## config.mk

```make
export PLATFORM = sky130hd
export DESIGN_NAME = mano_io_ctrl
export DESIGN_NICKNAME = d
export VERILOG_FILES = /design/src/rtl/mano_io_ctrl_pkg.sv /design/src/rtl/mano_io_fifo.sv /design/src/rtl/mano_io_ctrl.sv
export SDC_FILE = /design/constraint.sdc
export NUM_CORES = 1
export LEC_CHECK = 0
export CAP_MARGIN = 20
export CORE_AREA = 4 4 215 217
export CTS_CLUSTER_SIZE = 40
export DETAILED_ROUTE_END_ITERATION = 8
export DIE_AREA = 0 0 219 221
export HOLD_SLACK_MARGIN = 0.06
export REMOVE_ABC_BUFFERS = 1
export SLEW_MARGIN = 15
export SYNTH_ARGS = -nofsm -noshare
export SYNTH_HDL_FRONTEND = slang
export SYNTH_SLANG_ARGS = --single-unit
```

## constraint.sdc

```tcl
create_clock -name mclk -period 4.9 [get_ports mclk]
set_clock_uncertainty 0.15 [all_clocks]
set_input_delay 1.47 -clock mclk [delete_from_list [all_inputs] [get_ports mclk]]
set_output_delay 1.47 -clock mclk [all_outputs]
set_load 0.005 [all_outputs]
```

## src/rtl/mano_io_ctrl_pkg.sv

```systemverilog
// mano_io_ctrl_pkg: shared constants for the multi-channel Mano I/O block.
// Optional feature macro: MANO_IO_IRQ_MASK_EN (interrupt mask register).
package mano_io_ctrl_pkg;

    localparam int IOW_DEF = 8;

    localparam int NCH_DEF   = 4;
    localparam int DEPTH_DEF = 4;

    localparam logic IRQ_DIR_IN  = 1'b0;
    localparam logic IRQ_DIR_OUT = 1'b1;

    // Channel index width, never narrower than one bit
    function automatic int chw(input int n);
        return (n > 1) ? $clog2(n) : 1;
    endfunction

endpackage

```

## src/rtl/mano_io_fifo.sv

```systemverilog
// mano_io_fifo: first-word-fall-through synchronous FIFO, head reads 0 when empty.
// Full refuses push and empty refuses pop based on start-of-cycle occupancy.
module mano_io_fifo
    import mano_io_ctrl_pkg::*;
#(
    parameter int W     = 8,
    parameter int DEPTH = 4
) (
    input  logic                       i_clk,
    input  logic                       i_rst_n,
    input  logic                       i_push,
    input  logic                       i_pop,
    input  logic [W-1:0]               i_din,
    output logic                       o_full,
    output logic                       o_empty,
    output logic [$clog2(DEPTH):0]     o_count,
    output logic [W-1:0]               o_head
);

    localparam int AW = $clog2(DEPTH);

    logic [W-1:0]  r_mem [DEPTH];
    logic [AW-1:0] r_wp;
    logic [AW-1:0] r_rp;
    logic [AW:0]   r_cnt;
    logic          w_push;
    logic          w_pop;

    assign o_full  = (r_cnt == (AW+1)'(DEPTH));
    assign o_empty = (r_cnt == '0);
    assign o_count = r_cnt;
    assign o_head  = o_empty ? '0 : r_mem[r_rp];
    assign w_push  = i_push && !o_full;
    assign w_pop   = i_pop && !o_empty;

    // Pointer and occupancy update; reset discards contents
    always_ff @(posedge i_clk) begin
        if (!i_rst_n) begin
            r_wp  <= '0;
            r_rp  <= '0;
            r_cnt <= '0;
        end else begin
            if (w_push) r_wp <= r_wp + 1'b1;
            if (w_pop)  r_rp <= r_rp + 1'b1;
            case ({w_push, w_pop})
                2'b10:   r_cnt <= r_cnt + 1'b1;
                2'b01:   r_cnt <= r_cnt - 1'b1;
                default: r_cnt <= r_cnt;
            endcase
        end
    end

    // Storage write, suppressed while in reset
    always_ff @(posedge i_clk) begin
        if (i_rst_n && w_push) r_mem[r_wp] <= i_din;
    end

endmodule

```

## src/rtl/mano_io_ctrl.sv

```systemverilog
// mano_io_ctrl: NCH FIFO-buffered byte channels with a selected-channel CPU view.
// MANO_IO_IRQ_MASK_EN adds a loadable 2*NCH interrupt mask register.
module mano_io_ctrl
    import mano_io_ctrl_pkg::*;
#(
    parameter int NCH   = NCH_DEF,
    parameter int IOW   = IOW_DEF,
    parameter int DEPTH = DEPTH_DEF,
    parameter int CHW   = chw(NCH)
) (
    input  logic               mclk,
    input  logic               mrst,
    input  logic               cs_chsel_ld,
    input  logic [CHW-1:0]     chsel_in,
    output logic [CHW-1:0]     chsel,
    input  logic               cs_inp_rd,
    output logic [IOW-1:0]     inpr,
    output logic               fgi,
    input  logic               cs_out_wr,
    input  logic [IOW-1:0]     outr_in,
    output logic               fgo,
    input  logic               ien,
    output logic               irq,
    output logic [CHW-1:0]     irq_ch,
    output logic               irq_dir,
`ifdef MANO_IO_IRQ_MASK_EN
    input  logic               cs_mask_ld,
    input  logic [2*NCH-1:0]   mask_in,
`endif
    input  logic [NCH*IOW-1:0] dev_in_data,
    input  logic [NCH-1:0]     dev_in_valid,
    output logic [NCH-1:0]     dev_in_ready,
    output logic [NCH*IOW-1:0] dev_out_data,
    output logic [NCH-1:0]     dev_out_valid,
    input  logic [NCH-1:0]     dev_out_ready
);

    localparam int AW = $clog2(DEPTH);

    logic [CHW-1:0]           r_chsel;
    logic                     r_irq;
    logic [CHW-1:0]           r_irq_ch;
    logic                     r_irq_dir;
    logic [2*NCH-1:0]         w_mask;
    logic [NCH-1:0]           w_in_empty;
    logic [NCH-1:0]           w_in_full;
    logic [NCH-1:0]           w_out_empty;
    logic [NCH-1:0]           w_out_full;
    logic [NCH-1:0]           w_in_pop;
    logic [NCH-1:0]           w_out_push;
    logic [NCH-1:0][IOW-1:0]  w_in_head;
    logic [NCH-1:0][IOW-1:0]  w_out_head;
    logic [NCH-1:0][AW:0]     w_in_cnt;
    logic [NCH-1:0][AW:0]     w_out_cnt;
    logic [NCH-1:0]           w_src_in;
    logic [NCH-1:0]           w_src_out;
    logic                     w_src_any;
    logic [CHW-1:0]           w_src_ch;
    logic                     w_src_dir;
    logic                     w_unused_cnt;

    // Occupancy counts are not needed at this level
    assign w_unused_cnt = ^{w_in_cnt, w_out_cnt};

    for (genvar k = 0; k < NCH; k++) begin : g_ch
        assign w_in_pop[k]   = cs_inp_rd && (r_chsel == CHW'(k));
        assign w_out_push[k] = cs_out_wr && (r_chsel == CHW'(k));

        mano_io_fifo #(.W(IOW), .DEPTH(DEPTH)) u_in (
            .i_clk   (mclk),
            .i_rst_n (mrst),
            .i_push  (dev_in_valid[k]),
            .i_pop   (w_in_pop[k]),
            .i_din   (dev_in_data[k*IOW +: IOW]),
            .o_full  (w_in_full[k]),
            .o_empty (w_in_empty[k]),
            .o_count (w_in_cnt[k]),
            .o_head  (w_in_head[k])
        );

        mano_io_fifo #(.W(IOW), .DEPTH(DEPTH)) u_out (
            .i_clk   (mclk),
            .i_rst_n (mrst),
            .i_push  (w_out_push[k]),
            .i_pop   (dev_out_ready[k]),
            .i_din   (outr_in),
            .o_full  (w_out_full[k]),
            .o_empty (w_out_empty[k]),
            .o_count (w_out_cnt[k]),
            .o_head  (w_out_head[k])
        );

        assign dev_out_data[k*IOW +: IOW] = w_out_head[k];
    end

    assign dev_in_ready  = ~w_in_full;
    assign dev_out_valid = ~w_out_empty;

    assign chsel = r_chsel;
    assign inpr  = w_in_head[r_chsel];
    assign fgi   = ~w_in_empty[r_chsel];
    assign fgo   = ~w_out_full[r_chsel];

`ifdef MANO_IO_IRQ_MASK_EN
    logic [2*NCH-1:0] r_mask;

    // Interrupt mask register, every source enabled out of reset
    always_ff @(posedge mclk) begin
        if (!mrst)           r_mask <= '1;
        else if (cs_mask_ld) r_mask <= mask_in;
    end

    assign w_mask = r_mask;
`else
    assign w_mask = '1;
`endif

    assign w_src_in  = ~w_in_empty & w_mask[NCH-1:0];
    assign w_src_out = ~w_out_full & w_mask[2*NCH-1:NCH];

    // Fixed priority: lowest channel wins, input before output on a tie
    always_comb begin
        w_src_any = |(w_src_in | w_src_out);
        w_src_ch  = '0;
        w_src_dir = IRQ_DIR_IN;
        for (int k = NCH - 1; k >= 0; k--) begin
            if (w_src_out[k]) begin
                w_src_ch  = CHW'(k);
                w_src_dir = IRQ_DIR_OUT;
            end
            if (w_src_in[k]) begin
                w_src_ch  = CHW'(k);
                w_src_dir = IRQ_DIR_IN;
            end
        end
    end

    // Channel select; out-of-range indices are ignored
    always_ff @(posedge mclk) begin
        if (!mrst)
            r_chsel <= '0;
        else if (cs_chsel_ld && (int'(chsel_in) < NCH))
            r_chsel <= chsel_in;
    end

    // Registered interrupt; source id holds while nothing is pending
    always_ff @(posedge mclk) begin
        if (!mrst) begin
            r_irq     <= 1'b0;
            r_irq_ch  <= '0;
            r_irq_dir <= IRQ_DIR_IN;
        end else begin
            r_irq <= ien && w_src_any;
            if (w_src_any) begin
                r_irq_ch  <= w_src_ch;
                r_irq_dir <= w_src_dir;
            end
        end
    end

    assign irq     = r_irq;
    assign irq_ch  = r_irq_ch;
    assign irq_dir = r_irq_dir;

endmodule
```

======== After elaboration in Yosys (flattened, before gate mapping) ========
Memory sizes are Yosys's and may differ from the RTL's. A register that Yosys moved wholly into a read port is not among the register bits.
Cells that the tools add are included.
storage, ports and cells
  input bits .............................. 56
  memory bits (read-only) ................. 0
  register bits after elaboration ......... 62
  bits in writable memories ............... 256
  bits in latches ......................... 0
  memories kept ........................... 8
  word-level logic and storage cells ...... 240
  output and inout bits ................... 56
memory list
  memory               words  bits a word  rd ports  clocked after memory_dff  wr ports  line                text
  g_ch[0].u_in.r_mem   4      8            1         1                         1         mano_io_fifo.sv:22  logic [W-1:0] r_mem [DEPTH];
  g_ch[0].u_out.r_mem  4      8            1         1                         1         mano_io_fifo.sv:22
  g_ch[1].u_in.r_mem   4      8            1         1                         1         mano_io_fifo.sv:22
  g_ch[1].u_out.r_mem  4      8            1         1                         1         mano_io_fifo.sv:22
  g_ch[2].u_in.r_mem   4      8            1         1                         1         mano_io_fifo.sv:22
  g_ch[2].u_out.r_mem  4      8            1         1                         1         mano_io_fifo.sv:22
  2 more memories      --     --           --        --                        --        --
operators by class
  multiply operators ...................... 0
  add/subtract/negate cells ............... 32
  div/mod/pow operators ................... 0
  eq/ne operators ......................... 27
  bitwise operators ....................... 7
  shift-type cells ........................ 0
  multiplexer cells ....................... 70
  $lt $le $gt $ge ......................... 1
  reductions and logical operators ........ 67
operators by type and width
  operator                                                                       count
  8-bit 2-to-1 mux                                                               9
  2-bit 2-to-1 mux                                                               24
  3-bit case mux with 2 select lines                                             8
  1-bit logical AND                                                              33
  2-bit by 1-bit adder with 2-bit output (second input constant)                 16
  1-bit 2-to-1 mux                                                               26
  3-bit by 1-bit adder with 3-bit output (second input constant)                 8
  3-bit equality test (second input constant)                                    8
  3-bit zero test                                                                8
  3-bit by 1-bit subtractor with 3-bit output (second input constant)            8
  2-bit equality test (second input constant)                                    10
  2-bit by 1-bit equality test with 1-bit output (second input constant)         9
  8-bit binary-select mux with 2-bit select                                      1
  1-bit zero test                                                                16
  4-bit NOT                                                                      4
  2-bit nonzero test                                                             8
  1-bit binary-select mux with 2-bit select                                      2
  4-bit bitwise OR                                                               1
  4-bit OR reduction                                                             1
  2-bit by 3-bit less-than comparator with 1-bit output (second input constant)  1
  2-bit zero test                                                                1
  1-bit NOT                                                                      2

======== Logic depth before layout (Yosys ltp) ========
Gate-level depths: netlist (run 1).
  depth in word-level cells ............... 10
  mapped depth ............................ 10
  gate-level depth less buffers ........... 9

======== Modules after synthesis ========
From an unflattened synthesis (run 1), not the netlist that was laid out.
unflattened totals
  cell total of the unflattened synthesis .. 902
  area total of the unflattened synthesis .. 14367.5 µm²
modules (own cells, without submodules)
  module                            sequential area each (µm²)  instances  cells an instance  area an instance (µm²)
  mano_io_fifo (g_ch[0].u_in ...)   1141.1                      5          105                1716.6
  mano_io_fifo (g_ch[2].u_out ...)  1141.1                      3          105                1725.4
  mano_io_ctrl                      120.1                       1          62                 608.1

======== Least setup slack after synthesis (run 1) ========
OpenSTA, ideal clock, no wires.
  path kind ............................... in2reg
  start ................................... input port cs_inp_rd
  end ..................................... register g_ch[1].u_in.r_cnt[2]
  required time ........................... 4.679 ns
  library setup time ...................... 0.071 ns
  stages on the path ...................... 8
  arrival time ............................ 3.027 ns
  slack ................................... 1.653 ns
  path through ............................ nand2b_1 > nor3b_1 > ha_1 > inv_1 > fa_1 > xor2_1 > or3_1 > a21oi_1
on the way
  longest elaborated chain between the ends .. 4
ends and longest elaborated chain
  element                                                                                       line                text
  start, declared                                                                               mano_io_ctrl.sv:16  input logic cs_inp_rd,
  1-bit logical AND (*)                                                                         mano_io_ctrl.sv:66  assign w_in_pop[k] = cs_inp_rd && (r_chsel == CHW'(k));
  1-bit logical AND (*)                                                                         mano_io_fifo.sv:34  assign w_pop = i_pop && !o_empty;
  2-bit by 1-bit equality test with 1-bit output / 2-bit equality test (equally long branches)  mano_io_fifo.sv:45  case ({w_push, w_pop})
  3-bit case mux with 2 select lines / 2-bit nonzero test (equally long branches)               --
  end signal, assigned                                                                          mano_io_fifo.sv:46  2'b10: r_cnt <= r_cnt + 1'b1;
  end signal, assigned                                                                          mano_io_fifo.sv:47  2'b01: r_cnt <= r_cnt - 1'b1;
  end signal, assigned                                                                          mano_io_fifo.sv:48  default: r_cnt <= r_cnt;
  end, declared                                                                                 mano_io_fifo.sv:25  logic [AW:0] r_cnt;
Every way passes the cells marked *; elsewhere a longest branch is shown, timed or not.
A chain may end at the register's enable or synchronous reset.

==> metrics.md, run 1 <==
| Metric | Value |
|---|---|
| TritonCTS clock tree | `built` |
| Final Max Tran Viols | `0` |
| Post-Syn Instances | `851` |
| Max Root-Sink Buffers | `3` |
| Pwr per Cell Area | `419 nW/um2` |
| Clk pwr share | `0.369` |
| Area growth syn-to-layout | `20.8%` |
| Crit path DAT | `2750 ps` |
| Antenna violations before repair | `1` |
| GRT overflow | `0` |
| Share of the cycle needed by the critical path after routing | `0.891` |
| Leakage | `5.44 nW` |
| Total track usage | `0.114` |
| Avg Synthesized Cell Area | `16.0 um2` |
| Number of global-route vias before repair | `7544` |
| Remaining DRCs | `0` |
| Post-CTS setup buffers | `0` |
| Most common flop cell mapped by yosys | `edfxtp_1` |
| Sequential share of the synthesized area | `0.678` |
| Sw Pwr | `1.65 mW` |
| Critical Path Fanout Max | `8` |
| Max-Cap Viols | `0` |
| Synth Warn # | `0` |
| Layout cells sized above 1 | `0.135` |
| Width of the die | `219 um` |
| Synth unique cells | `44` |
| CTS Root Cell | `clkbuf_16` |
| Fillers | `4194` |
| Mapped cell area | `13600 um2` |
| Type of the worst min-delay path | `register to register` |
| WP data required | `3280 ps` |
| Status | `finished, final reports clean` |
| Hold buffers post-CTS | `0` |
| Vias | `7226` |
| WL/cell | `17.6 um` |
| Worst-path clk slew | `60 ps` |
| Seq pwr share | `0.479` |
| Vias per cell | `4.57` |
| Final instance area | `16500 um2` |
| Worst VDD drop | `0.000286 V` |
| Row count | `77` |
| Internal power | `5.25 mW` |
| Commonest non-fill, non-tap cells in the layout | `256 x edfxtp_1, 111 x clkdlybuf4s50_1, 78 x dfxtp_1, 68 x nor2_1, 64 x mux4_2` |
| Yosys reg bits | `334` |
| Post-DRT Antenna Nets | `0` |
| Largest net degree at the start of global routing | `67` |
| Slew @ Worst Pin | `737 ps` |
| Chip Height | `221 um` |
| WS Path Type | `register to output port` |
| Drt initial violations | `512` |
| Net Sw Frac | `0.240` |
| Fin Hold WS | `327 ps` |
| Global placement routability congestion | `0.713` |
| Setup crit end kind | `output port` |
| Final setup vio count | `0` |
| Power share of the combinational group | `0.151` |
| TritonCTS Buffers | `35` |
| Global-route wire length before repair | `43500 um` |
| Final Hold Vio Count | `0` |
| Max_slew headroom | `0.507` |
| Final TNS setup | `0 ps` |
| Nets | `1067` |
| Synth async-reset ratio | `0` |
| Final wirelength | `27800 um` |
| CTS HTree Levels | `2` |
| IO Pins | `112` |
| Sink Count | `334` |
| Post-DP Area | `15400 um2` |
| Drt pass-1 iters | `5` |
| Most common cell after layout, fill and taps aside | `edfxtp_1` |
| Unrepaired setup endpoints after global routing | `no` |
| Final core occ | `0.373` |
| Core area | `44100 um2` |
| IO buf count | `111` |
| Clk Latency, worst-skew pair | `510 ps` |
| Achievable Freq | `229 MHz` |
| Starting Density | `0.309` |
| Post-layout minimum cycle time | `4370 ps` |
| Crit path launch type | `register` |
| HPWL after DPL | `19000 um` |
| Die area | `48400 um2` |
| Number of flops mapped to enable cells by yosys | `256` |
| Post-CTS Resized | `0` |
[worst paths after layout]
kind / start / to / slack, ps / cells after the start
worst max-delay path: register / inpr[6] / 530 / 4
worst min-delay path: irq_dir$_SDFFE_PN0P_ / irq_dir$_SDFFE_PN0P_ / 330 / 2
worst max register to register: chsel[1]$_SDFFE_PN0P_ / g_ch[3].u_out.o_count[2]$_SDFFE_PN0P_ / 1990 / 10
worst min register to register: irq_dir$_SDFFE_PN0P_ / irq_dir$_SDFFE_PN0P_ / 330 / 2
[per-stage QoR]
| step | cells | power (mW) | worst slack (ps) |
|---|---|---|---|
| final | 1580 | 6.90 | 535 |
| after global routing | 1579 | 7.24 | 332 |
| after CTS | 1579 | 7.00 | 447 |
| after detailed placement | 1518 | 4.43 | 929 |
| after global placement | 1518 | 4.41 | 932 |
| after floorplan | 809 | 3.91 | 1470 |
[critical path: stages (launching register included)]
cell,delay (ps)
dfxtp_1,690
mux4_2,580
a221oi_1,370
a21oi_1,130
clkdlybuf4s50_1,480
[power groups by stage]
stage          Sequential (mW)  Clock [mW]  Combinational, mW
6_report                  3.31        2.55               1.05
5_1_grt                   3.33        2.75               1.16
4_1_cts                   3.31        2.62               1.06
3_5_place_dp              3.37           0               1.06
3_3_place_gp              3.37           0               1.04
2_1_floorplan             3.34           0              0.569
[flip-flops by register name, indices dropped and copies added, names as in the netlist, named ones only]
name                cells
g_ch.u_in.r_mem       128
g_ch.u_out.r_mem      128
g_ch.u_in.o_count      12
g_ch.u_out.o_count     12
g_ch.u_in.r_rp          8
g_ch.u_in.r_wp          8
g_ch.u_out.r_rp         8
g_ch.u_out.r_wp         8
chsel                   2
irq_ch                  2
irq                     1
irq_dir                 1
[area by class of cell]
| type | instances | area (um2) | share of cell area |
|---|---|---|---|
| inverter | 49 | 184 | 0.0112 |
| sequential | 334 | 9250 | 0.561 |
| clock inverter | 15 | 124 | 0.00752 |
| tap | 592 | 741 | 0.0450 |
| clock buffer | 46 | 980 | 0.0595 |
| multi-input combinational | 426 | 4040 | 0.245 |
| timing repair buffer | 117 | 1160 | 0.0702 |
| antenna | 1 | 2.50 | 0.000152 |
[cell families (layout without fill, tap and decap cells)]
kind of cell | Yosys count | in the layout | synth area share
flip-flops | 334 | 334 | 0.678
AND/OR/NAND/NOR | 205 | 205 | 0.0833
buffers and inverters | 91 | 227 | 0.0260
multiplexers | 72 | 72 | 0.111
AO/OA/AOI/OAI | 61 | 61 | 0.0273
adder cells (fa/ha/maj) | 48 | 48 | 0.0484
XOR/XNOR | 40 | 40 | 0.0257
other | 0 | 1 | 0
[synthesized netlist by cell type, types with 5 or more instances]
cell type | n | area share
edfxtp_1 | 256 | 0.56
dfxtp_1 | 78 | 0.11
nor2_1 | 68 | 0.019
mux4_2 | 64 | 0.11
inv_1 | 45 | 0.012
and2_1 | 40 | 0.018
ha_1 | 40 | 0.037
and3_1 | 33 | 0.015
a21oi_1 | 28 | 0.010
clkbuf_1 | 26 | 0.0072
xor2_1 | 22 | 0.014
xnor2_1 | 18 | 0.012
or3_1 | 15 | 0.0069
nand2_1 | 14 | 0.0039
buf_2 | 11 | 0.0040
o21ai_0 | 10 | 0.0037
a221oi_1 | 8 | 0.0051
a22oi_1 | 8 | 0.0044
fa_1 | 8 | 0.012
mux2i_1 | 8 | 0.0059
nor3_1 | 6 | 0.0022
buf_1 | 5 | 0.0014
[metal layers]
layer / vias up / GRT usage / wire length, um / share of wire
li1: 3392 / - / - / -
met1: 3608 / 0.156 / 12300 / 0.44
met2: 187 / 0.184 / 13200 / 0.48
met3: 39 / 0.0307 / 1880 / 0.068
met4: 0 / 0.0255 / 362 / 0.013
met5: - / 0 / 0 / 0
No activity file was read; power rests on OpenSTA's default activity.
==> inputs of run 2 (changes only) <==
--- a/config.mk
+++ b/config.mk
@@ -12,7 +12,7 @@
 export DIE_AREA = 0 0 219 221
 export HOLD_SLACK_MARGIN = 0.06
 export REMOVE_ABC_BUFFERS = 1
-export SLEW_MARGIN = 15
+export SLEW_MARGIN = 10
 export SYNTH_ARGS = -nofsm -noshare
 export SYNTH_HDL_FRONTEND = slang
 export SYNTH_SLANG_ARGS = --single-unit
==> results of run 2 <==
Final layout, timing and power as in run 1 (identical DEF).
==> inputs of run 3 (changes only) <==
--- a/config.mk
+++ b/config.mk
@@ -10,6 +10,7 @@
 export CTS_CLUSTER_SIZE = 40
 export DETAILED_ROUTE_END_ITERATION = 8
 export DIE_AREA = 0 0 219 221
+export GPL_TIMING_DRIVEN = 0
 export HOLD_SLACK_MARGIN = 0.06
 export REMOVE_ABC_BUFFERS = 1
 export SLEW_MARGIN = 10
==> constraint.sdc (replaced) <==
create_clock -name mclk -period 4.35 [get_ports mclk]
set_clock_uncertainty 0.15 [all_clocks]
set_input_delay 1.305 -clock mclk [delete_from_list [all_inputs] [get_ports mclk]]
set_output_delay 1.305 -clock mclk [all_outputs]
set_load 0.005 [all_outputs]
==> metrics.md, run 3 (same netlist as run 1, synthesis figures left out) <==
| Metric | Value |
|---|---|
| Status | `finished, final reports clean` |
| Area growth syn-to-layout | `22.3%` |
| Remaining DRCs | `0` |
| HPWL after DPL | `19000 um` |
| TritonCTS Buffers | `37` |
| Max_slew headroom | `0.499` |
| Max Root-Sink Buffers | `3` |
| CTS Root Cell | `clkbuf_16` |
| Slew @ Worst Pin | `751 ps` |
| TritonCTS clock tree | `built` |
| Critical Path Fanout Max | `18` |
| Worst VDD drop | `0.000371 V` |
| Final wirelength | `28500 um` |
| Crit path cell chain | `o31a_1 -> a221oi_1 -> a21oi_1 -> clkdlybuf4s50_1` |
| WS Path Type | `register to output port` |
| Fillers | `4197` |
| Number of instances in the placed design | `1513` |
| Worst hold stages | `2` |
| Crit path DAT | `2720 ps` |
| CTS HTree Levels | `2` |
| Vias | `7356` |
| IO buf count | `111` |
| Fin cells | `1583` |
| WP data required | `2890 ps` |
| Commonest non-fill, non-tap cells in the layout | `256 x edfxtp_1, 110 x clkdlybuf4s50_1, 73 x dfxtp_1, 67 x nor2_1, 64 x mux4_2` |
| Starting Density | `0.309` |
| Internal reg-to-reg setup slack | `1530 ps` |
| Chip Height | `221 um` |
| Vias per cell | `4.65` |
| Leakage | `5.55 nW` |
| Global-route wire length before repair | `44200 um` |
| Met2 routed WL | `13600 um` |
| Final Hold Vio Count | `0` |
| Worst-path clk slew | `60 ps` |
| Unrepaired setup endpoints after global routing | `no` |
| Biggest regs | `g_ch.u_in.r_mem x128, g_ch.u_out.r_mem x128` |
| Final core occ | `0.378` |
| Pwr per Cell Area | `495 nW/um2` |
| Width of the die | `219 um` |
| Max-Cap Viols | `0` |
| Clk Latency, worst-skew pair | `520 ps` |
| Total power | `8.26 mW` |
| Total track usage | `0.117` |
| Crit path launch type | `register` |
| Core area | `44100 um2` |
| Drt pass-1 iters | `4` |
| Top Layer Used | `met4` |
| Final setup vio count | `0` |
| Post-DP Area | `15300 um2` |
| Achievable Freq | `239 MHz` |
| Drt initial violations | `511` |
| Layout cells sized above 1 | `0.152` |
| Met3 routed WL | `1790 um` |
| Setup crit end kind | `output port` |
| Slowest stage cell, crit path | `dfxtp_2` |
| Type of the worst min-delay path | `register to register` |
| Most common cell after layout, fill and taps aside | `edfxtp_1` |
| WL/cell | `18.0 um` |
| Nets | `1065` |
| IO Pins | `112` |
| Share of the cycle needed by the critical path after routing | `0.960` |
| Largest net degree at the start of global routing | `37` |
| Sink Count | `334` |
| Critical path's largest stage delay | `640 ps` |
| GRT overflow | `0` |
| Setup WS pre-CTS | `97.9 ps` |
| Post-DRT Antenna Nets | `0` |
| Number of global-route vias before repair | `7618` |
| Post-layout minimum cycle time | `4180 ps` |
| Hold buffers post-CTS | `0` |
| Final instance area | `16700 um2` |
| Wl on met1 | `12600 um` |
| Final Max Tran Viols | `0` |
| Worst Reg-to-Reg Cells | `9` |
| Antenna violations before repair | `1` |
| Row count | `77` |
| Global placement routability congestion | `0.704` |
| Die area | `48400 um2` |
| Setup WS post-layout | `174 ps` |
run 3: cell types whose count changed in the layout (fill, tap and decap cells not counted), sizes merged:
cell,delta
buf,-4
bufinv,+4
clkbuf,+7
clkdlybuf4s50,-1
clkinv,-6
clkinvlp,-1
inv,+4
run 3: worst paths after layout:
| path | start | endpoint |
|---|---|---|
| worst max register to register | chsel[1]$_SDFFE_PN0P_ | g_ch[3].u_out.o_count[2]$_SDFFE_PN0P_ |
| worst min register to register | irq_dir$_SDFFE_PN0P_ | irq_dir$_SDFFE_PN0P_ |
| worst max-delay path | chsel[0]$_SDFFE_PN0P_ | inpr[2] |
| worst min-delay path | irq_dir$_SDFFE_PN0P_ | irq_dir$_SDFFE_PN0P_ |
run 3: routing by layer:
| metal | track usage | up-vias |
|---|---|---|
| met5 | 0 | - |
| li1 | - | 3393 |
| met1 | 0.161 | 3712 |
| met3 | 0.0265 | 40 |
| met4 | 0.0277 | 0 |
| met2 | 0.189 | 211 |
run 3: power breakdown:
part	total (mW)	switching (mW)	internal, mW
Combinational	1.18	0.544	0.633
Sequential	3.74	0.158	3.58
Clock	3.34	1.24	2.10
Total	8.26	1.94	6.31
run 3: final cells by class:
cell class	count	area (um2)	area share
sequential	334	9260	0.555
multi-input combinational	426	4050	0.243
timing repair buffer	113	1130	0.0678
clock buffer	52	1080	0.0646
tap	592	741	0.0444
clock inverter	16	248	0.0148
inverter	49	184	0.0110
antenna	1	2.50	0.000150
run 3: critical path, delay by kind of cell, from the launching register on:
family / cells / cell delay (ps)
AOI/OAI and AO/OA: 3 / 990
DFF: 1 / 640
buffers and inverters: 1 / 550
run 3: repair_timing:
action	4_1_cts	5_1_grt
buffers inserted	0	0
gates resized for setup	2	5
endpoints found under the setup margin	9	8
run 3: stage by stage:
stage / hold WS [ps] / TNS (ps)
after CTS: 324 / 0
after floorplan: 310 / 0
after global placement: 316 / -46490
final: 321 / 0
after global routing: 366 / 0
after detailed placement: 313 / 0
